==> src/rtl/acc_pkg.sv <==
// acc_pkg: opcodes, FSM state encoding and shift-counter width shared by the accumulator stage
package acc_pkg;
  localparam logic [2:0] OP_NOP = 3'd0;
  localparam logic [2:0] OP_LDA = 3'd1;
  localparam logic [2:0] OP_ADD = 3'd2;
  localparam logic [2:0] OP_AND = 3'd3;
  localparam logic [2:0] OP_XNR = 3'd4;
  localparam logic [2:0] OP_SHL = 3'd5;
  localparam logic [2:0] OP_INC = 3'd6;
  localparam logic [2:0] OP_CLR = 3'd7;
  localparam int CNT_W = 3;
  typedef enum logic [1:0] {IDLE, EXEC, SHIFT, DONE} state_t;
endpackage

==> src/rtl/acc_alu.sv <==
// acc_alu: combinational next-AC and next-carry for the single-cycle accumulator ops
module acc_alu import acc_pkg::*; #(
  parameter int WIDTH = 8
) (
  input  logic [2:0]       i_op,
  input  logic [WIDTH-1:0] i_ac,
  input  logic [WIDTH-1:0] i_mem,
  input  logic [WIDTH-1:0] i_xnr,
  input  logic             i_carry,
  output logic [WIDTH-1:0] o_ac,
  output logic             o_carry
);
  logic [WIDTH:0] w_sum;
  // NOP and SHL fall through unchanged; SHL is sequenced by the FSM
  always_comb begin
    w_sum = {1'b0, i_ac} + {1'b0, i_mem};
    o_ac = i_op == OP_LDA ? i_mem :
           i_op == OP_ADD ? w_sum[WIDTH-1:0] :
           i_op == OP_AND ? (i_ac & i_mem) :
           i_op == OP_XNR ? i_xnr :
           i_op == OP_INC ? i_ac + 1'b1 :
           i_op == OP_CLR ? '0 : i_ac;
    o_carry = i_op == OP_ADD ? w_sum[WIDTH] : i_op == OP_CLR ? 1'b0 : i_carry;
  end
endmodule

==> src/rtl/acc_unit.sv <==
// acc_unit: AC register stage with start/done handshake; ACC_SHIFT_EN builds the multi-cycle SHL
module acc_unit import acc_pkg::*; #(
  parameter int WIDTH = 8
) (
  input  logic             clk,
  input  logic             reset,
  input  logic             start,
  input  logic [2:0]       opcode,
  input  logic [WIDTH-1:0] mem_data,
  input  logic [WIDTH-1:0] xnor_result,
  output logic [WIDTH-1:0] ac,
  output logic             zero,
  output logic             carry,
  output logic             busy,
  output logic             done
);
  state_t           r_state;
  logic [2:0]       r_op;
  logic [WIDTH-1:0] r_mem, r_xnr, r_ac;
  logic             r_zero, r_carry, r_busy, r_done;
  logic [WIDTH-1:0] w_ac;
  logic             w_carry;
`ifdef ACC_SHIFT_EN
  logic [CNT_W-1:0] r_cnt;
`endif
  acc_alu #(.WIDTH(WIDTH)) u_alu (
    .i_op(r_op), .i_ac(r_ac), .i_mem(r_mem), .i_xnr(r_xnr), .i_carry(r_carry),
    .o_ac(w_ac), .o_carry(w_carry)
  );
  // control FSM; operands are latched at start so later input changes are ignored
  always_ff @(posedge clk) begin
    if (reset) begin
      r_state <= IDLE;
      r_op <= OP_NOP;
      r_mem <= '0;
      r_xnr <= '0;
      r_ac <= '0;
      r_zero <= 1'b1;
      r_carry <= 1'b0;
      r_busy <= 1'b0;
      r_done <= 1'b0;
`ifdef ACC_SHIFT_EN
      r_cnt <= '0;
`endif
    end else begin
      case (r_state)
        IDLE: if (start) begin
          r_op <= opcode;
          r_mem <= mem_data;
          r_xnr <= xnor_result;
          r_busy <= 1'b1;
          r_state <= EXEC;
        end
        EXEC: begin
`ifdef ACC_SHIFT_EN
          if (r_op == OP_SHL && r_mem[CNT_W-1:0] != '0) begin
            r_cnt <= r_mem[CNT_W-1:0];
            r_state <= SHIFT;
          end else
`endif
          begin
            r_ac <= w_ac;
            r_zero <= w_ac == '0;
            r_carry <= w_carry;
            r_busy <= 1'b0;
            r_done <= 1'b1;
            r_state <= DONE;
          end
        end
`ifdef ACC_SHIFT_EN
        SHIFT: begin
          {r_carry, r_ac} <= {r_ac, 1'b0};
          r_zero <= r_ac[WIDTH-2:0] == '0;
          r_cnt <= r_cnt - 1'b1;
          if (r_cnt == CNT_W'(1)) begin
            r_busy <= 1'b0;
            r_done <= 1'b1;
            r_state <= DONE;
          end
        end
`endif
        DONE: begin
          r_done <= 1'b0;
          r_state <= IDLE;
        end
        default: r_state <= IDLE;
      endcase
    end
  end
  assign ac = r_ac;
  assign zero = r_zero;
  assign carry = r_carry;
  assign busy = r_busy;
  assign done = r_done;
endmodule

==> config.mk <==
export PLATFORM = sky130hd
export DESIGN_NAME = acc_unit
export DESIGN_NICKNAME = d
export VERILOG_FILES = /design/src/rtl/acc_pkg.sv /design/src/rtl/acc_alu.sv /design/src/rtl/acc_unit.sv
export SDC_FILE = /design/constraint.sdc
export NUM_CORES = 1
export LEC_CHECK = 0
export CORE_UTILIZATION = 54
export DETAILED_ROUTE_END_ITERATION = 8
export PLACE_DENSITY = 0.8
export SYNTH_ARGS = -nofsm -noshare
export SYNTH_HDL_FRONTEND = slang
export SYNTH_SLANG_ARGS = --single-unit
==> constraint.sdc <==
create_clock -name clk -period 3.52 [get_ports clk]
set_input_delay 0.704 -clock clk [delete_from_list [all_inputs] [get_ports clk]]
set_output_delay 0.704 -clock clk [all_outputs]
set_load 0.03 [all_outputs]
# [After elaboration in Yosys (flattened, before gate mapping)]
# Index checks and enable logic that the tools add are counted.
[word_totals] reg_bits=33 inputBits=22 output_inout_bits=12 wordCells=42
[classes] addsub=2 n_eq_ne=9 n_mux=13 n_bitwise=1 reduce_logical=8
[ops] cell="8-bit 2-to-1 mux" n=6
[ops] cell="8-bit by 8-bit adder with 9-bit output" n=1
[ops] cell="3-bit equality test (second input constant)" n=3
[ops] cell="8-bit by 1-bit adder with 8-bit output (second input constant)" n=1
[ops] cell="8-bit bitwise AND" n=1
[ops] cell="8-bit logical NOT" n=1
[ops] cell="3-bit by 2-bit equality test with 1-bit output (second input constant)" n=2
[ops] cell="2-bit AND reduction" n=3
[ops] cell="2-bit nonzero test" n=3
[ops] cell="1-bit one-hot mux with 2 select lines" n=2
[ops] cell="2-bit one-hot mux with 2 select lines" n=1
[ops] cell="3-bit by 1-bit equality test with 1-bit output (second input constant)" n=1
[ops] cell="1-bit 2-to-1 mux" n=3
[ops] cell="2-bit by 1-bit equality test with 1-bit output (second input constant)" n=1
[ops] cell="2-bit equality test (second input constant)" n=1
[ops] cell="2-bit logical NOT" n=1
[ops] cell="2-bit 2-to-1 mux" n=1
[ops] cell="2-bit inequality test (second input constant)" n=1

# [Logic depth before layout (Yosys ltp)]
[depth] ltp_word=8 ltp_mapped=9 ltp_nobuf=9

# [Hierarchy]
# Synthesis repeated with hierarchy kept, for this count alone.
[hier_totals] cells_unflattened=285 area_unflattened_um2=2163.3
[by_module_without_submodules] mod="acc_unit" instances=1 cells_per_inst=143 area_per_inst_um2=1182.4 seq_area_each_um2=660.6
[by_module_without_submodules] mod="acc_alu" instances=1 cells_per_inst=142 area_per_inst_um2=980.9 seq_area_each_um2=0.0

# [Least setup slack after synthesis]
# OpenSTA, ideal clock, no wires.
[synth_path] kind="register to register" start="register r_ac[1], in the netlist ac[1]" end="register r_zero, in the netlist zero" setup_time_ps=84 t_arrival_ps=2330 required_ps=3436 slack_ps=1106 path_stages_with_launch=9 path_buffers=0 synth_period_minus_slack_ps=2414 cell_sequence="dfxtp_1 -> ha_1 -> nand3_1 -> or3_1 -> and3_1 -> o32a_1 -> a211oi_2 -> nand4_1 -> o31ai_2"
[synth_between] elab_chain_len=7 elab_cells_between_ends=10 classes_between="add/sub (2); mux (6); bitwise (1); reduce/logical (1)"
[synth_lines] item="start: declaration" line="acc_unit.sv:19" text="logic [WIDTH-1:0] r_mem, r_xnr, r_ac;"
[synth_lines] item="start signal: assignment" line="acc_unit.sv:62" text="r_ac <= w_ac;"
[synth_lines] item="8-bit by 1-bit adder with 8-bit output / 8-bit 2-to-1 mux (equally long branches)" line="acc_alu.sv:21, acc_alu.sv:22"
[synth_lines] item="8-bit 2-to-1 mux" line="acc_alu.sv:21" text="i_op == OP_INC ? i_ac + 1'b1 :"
[synth_lines] item="8-bit 2-to-1 mux" line="acc_alu.sv:20" text="i_op == OP_XNR ? i_xnr :"
[synth_lines] item="8-bit 2-to-1 mux" line="acc_alu.sv:19" text="i_op == OP_AND ? (i_ac & i_mem) :"
[synth_lines] item="8-bit 2-to-1 mux *" line="acc_alu.sv:18" text="i_op == OP_ADD ? w_sum[WIDTH-1:0] :"
[synth_lines] item="8-bit 2-to-1 mux *" line="acc_alu.sv:17" text="o_ac = i_op == OP_LDA ? i_mem :"
[synth_lines] item="8-bit logical NOT *" line="acc_unit.sv:63" text="r_zero <= w_ac == '0;"
[synth_lines] item="end signal: assignment" line="acc_unit.sv:38" text="r_zero <= 1'b1;"
[synth_lines] item="end signal: assignment" line="acc_unit.sv:63"
[synth_lines] item="end: declaration" line="acc_unit.sv:20" text="logic r_zero, r_carry, r_busy, r_done;"
# Mark *: on every way between the ends. The rest lies on a longest branch, timed or not.
# A chain may end at the register's enable or synchronous reset.

# [Final worst setup path]
[layout_path] start="register r_ac[0], in the netlist ac[0]" end="register r_zero, in the netlist zero"
# Same word-level chain as after synthesis.

==> results.py <==
metrics = {
    "run_status": {
        "outcome": "completed",
    },
    "timing": {
        "slew_headroom": 0.5114,
        "skew_ns": 0.006511,
        "fin_crit_sh": 0.6935,
        "timing.fmax_ghz": 0.4096,
        "tns_ns": 0,
        "setup_viol": 0,
        "hold_violations": 0,
        "worstMarginPinSlew_ns": 0.7319,
        "rsz0062_at_grt": "false",
        "drv_slew": 0,
        "fin_crit_ns": 2.441,
        "whs_ns": 0.4579,
    },
    "synthesis": {
        "synth_area_leader_cell": "dfxtp_1",
        "synth_area_leaders": "dfxtp_1, nand2_1, a21oi_1",
        "synthFlopType": "dfxtp_1",
        "synth.net_count": 311,
        "async_flop_share": 0,
        "yosysUniqueCellTypes": 51,
        "yosys_warnings": 0,
        "synth-seq-cells": 33,
        "synth.avg_cell_area_sq_um": 7.548,
        "seq_area_frac_synth": 0.3137,
        "synth_edf_count": 0,
        "synthesis.area_sq_mm": 0.002106,
        "syn_inst": 279,
        "yosysTopAreaCellShare": 0.3137,
    },
    "die": {
        "dieHeight_um": 64.45,
        "dieArea_sq_mm": 0.004153,
        "die_w_um": 64.45,
        "ios": 34,
        "num_rows": 22,
        "core_sq_mm": 0.003689,
        "start_util": 0.5709,
    },
    "global_routing": {
        "groute.usage.overall": 0.2671,
        "antenna_found_initial": 0,
        "grt_pass1_wl_um": 8549,
        "grt_max_degree": 26,
        "first_global_vias": 1830,
        "gr-total-overflow": 0,
    },
    "final_layout": {
        "fin_nets": 338,
        "diodes": 0,
        "fin_cells": 355,
        "design_area_sq_mm": 0.002575,
        "drive_gt1_frac": 0.06840,
        "fillCellCount": 333,
        "syn_to_final_growth_pct": 22.28,
    },
    "critical_path": {
        "r2r_slack_ns": 1.08,
        "critPathArrivalTime_ns": 2.65,
        "r2r-end": "zero",
        "crit_family": "compound AO/OA/AOI/OAI gates",
        "worstReg2RegStart": "ac[0]",
        "crit_fanout": 8,
        "path_depth": 9,
        "crit_path_end_kind": "flip-flop",
        "worst-r2r-cell-count": 9,
        "crit_start": "ac[0]",
        "path_buf_inv": 0,
        "crit_required_ns": 3.73,
        "path_class": "flip-flop to flip-flop",
        "max_stage_delay_ns": 0.42,
        "start_kind": "flip-flop",
        "crit_chain": "ha_1, fa_1, a211oi_1, nor3b_1, nand3b_1, o31ai_1, a211oi_2, nand4_1, o31ai_2",
        "crit_end": "zero",
        "slowest_stage": "fa_1",
    },
    "route": {
        "postRouteAntennaNets": 0,
        "drt-initial-drc-count": 139,
        "vias_per_cell": 5.887,
        "firstDrtPassIters": 4,
        "vias": 2090,
        "wl_um": 5204,
        "drc": 0,
        "wl_per_cell_um": 14.66,
    },
    "clock_network": {
        "clock_sinks": 33,
        "postCtsHoldBufs": 0,
        "htreeDepth": 2,
        "clk_pin_slew_ns": 0.07,
        "cts_buffers": 5,
        "root_buffer": "clkbuf_8",
        "insertion_delay_ns": 0.29,
        "cts_tree": "yes",
        "post_cts_resized": 0,
        "cts_max_path_buffers": 2,
        "postCtsSetupBuffers": 0,
    },
    "place": {
        "dp_cells": 347,
        "hpwl_um": 3821,
        "routabilityCongestion": 0.9103,
        "postPlaceCellArea_sq_mm": 0.002455,
        "port_buffers": 33,
    },
    "min_path": {
        "hp-class": "flip-flop to flip-flop",
    },
    "pwr": {
        "power.leakage_uw": 0.0009810,
        "total_power_uw": 1069,
        "pwr_density_cell_mw_per_mm2": 415.1,
        "ir_worst_vdd_mv": 0.2900,
    },
    "run": {
        "cap_viol_max_count": 0,
    },
}
-- per-layer routing --
layer / share of wire / vias to the layer above / track usage / routed length (um)
met3: 0.052 / 6 / 0.04754 / 270
met5: 0 / - / 0 / 0
met2: 0.47 / 63 / 0.4316 / 2440
met1: 0.47 / 968 / 0.3664 / 2436
met4: 0.011 / 0 / 0.06667 / 57
li1: - / 1053 / - / -
-- tightest hold or removal path, stage by stage, from the launching register on --
cell and delay, ns:
dfxtp_1 0.31, nand2_1 0.05, a21oi_1 0.05
-- sequential cells by signal, indices dropped and copies added (netlist names) --
register,count
zero,1
r_mem,8
r_xnr,8
r_state,2
ac,8
carry,1
busy,1
r_op,3
done,1
-- logic make-up after synthesis --
family                     Yosys count  share of synthesized area
AOI/OAI and AO/OA                   75                     0.2299
xor gates and xnor gates             6                    0.02496
adders and majority gates           10                    0.06298
buffers and inverters               22                    0.04278
DFF                                 33                     0.3137
muxes                                8                    0.04575
and+or+nand+nor                    125                     0.2799
-- cell usage after synthesis (2+ instances only) --
cell       n
or3_1      2
nor3_1     8
buf_2      2
o21ai_0    6
clkbuf_1  13
nor2b_1    4
o22ai_1    2
inv_1      5
xnor2_1    4
a31oi_1    2
nand2b_1   7
xor2_1     2
o221ai_1   2
o31ai_1    2
and3_1     4
dfxtp_1   33
a21boi_0   2
a21o_1     2
a21oi_1   35
nand2_1   53
a211oi_1   6
nand3_1    7
nor3b_1    3
nand4_1    5
mux2i_1    4
a22oi_1    3
nand3b_1   4
ha_1       9
nor2_1    24
mux2_2     3
-- worst min-delay path by stage --
stage | endpoint | slack, ns | cells past startpoint | start
final | r_xnr[6] | 0.46 | 2 | r_xnr[6]
after global routing | r_state[0] | 0.48 | 1 | r_state[1]
after CTS | r_xnr[6] | 0.46 | 2 | r_xnr[6]
after detailed placement | r_xnr[6] | 0.45 | 2 | r_xnr[6]
after global placement | r_state[0] | 0.43 | 1 | r_state[1]
after floorplan | r_state[0] | 0.42 | 1 | r_state[1]
-- area by class of cell --
class                   count  area, sq um  share of cell area
multi-input cells         224         1355              0.5262
flip-flops and latches     33        660.6              0.2566
repair buffers             37        360.3              0.1399
clock buffers               6        82.58             0.03207
well taps                  48        60.06             0.02332
clock inverters             2        37.54             0.01458
inverters                   5        18.77            0.007289
-- report_power, final --
group	switching, uW	internal, uW
logic	137	117
registers	39.2	400
clock network	146	230
total	322	747
-- through the flow --
step | setup WS [ns] | utilization
floorplan | 1.106 | -
global placement | 1.180 | 0.6655
detailed placement | 1.115 | 0.6655
CTS | 1.097 | 0.6981
global route | 0.8802 | 0.6981
finish | 1.079 | 0.6981
-- cells in the final DEF (no fill, tap or decap), types with 3 or more instances in the layout --
cell / count
a211oi_1: 6
a21oi_1: 35
a22oi_1: 3
and3_1: 4
buf_4: 4
clkbuf_8: 6
clkdlybuf4s50_1: 33
dfxtp_1: 33
ha_1: 9
inv_1: 5
mux2_2: 3
mux2i_1: 4
nand2_1: 53
nand2b_1: 7
nand3_1: 7
nand3b_1: 4
nand4_1: 5
nor2_1: 24
nor2b_1: 4
nor3_1: 8
nor3b_1: 3
o21ai_0: 6
xnor2_1: 4
Note: power is estimated with default switching activity, not from simulation.
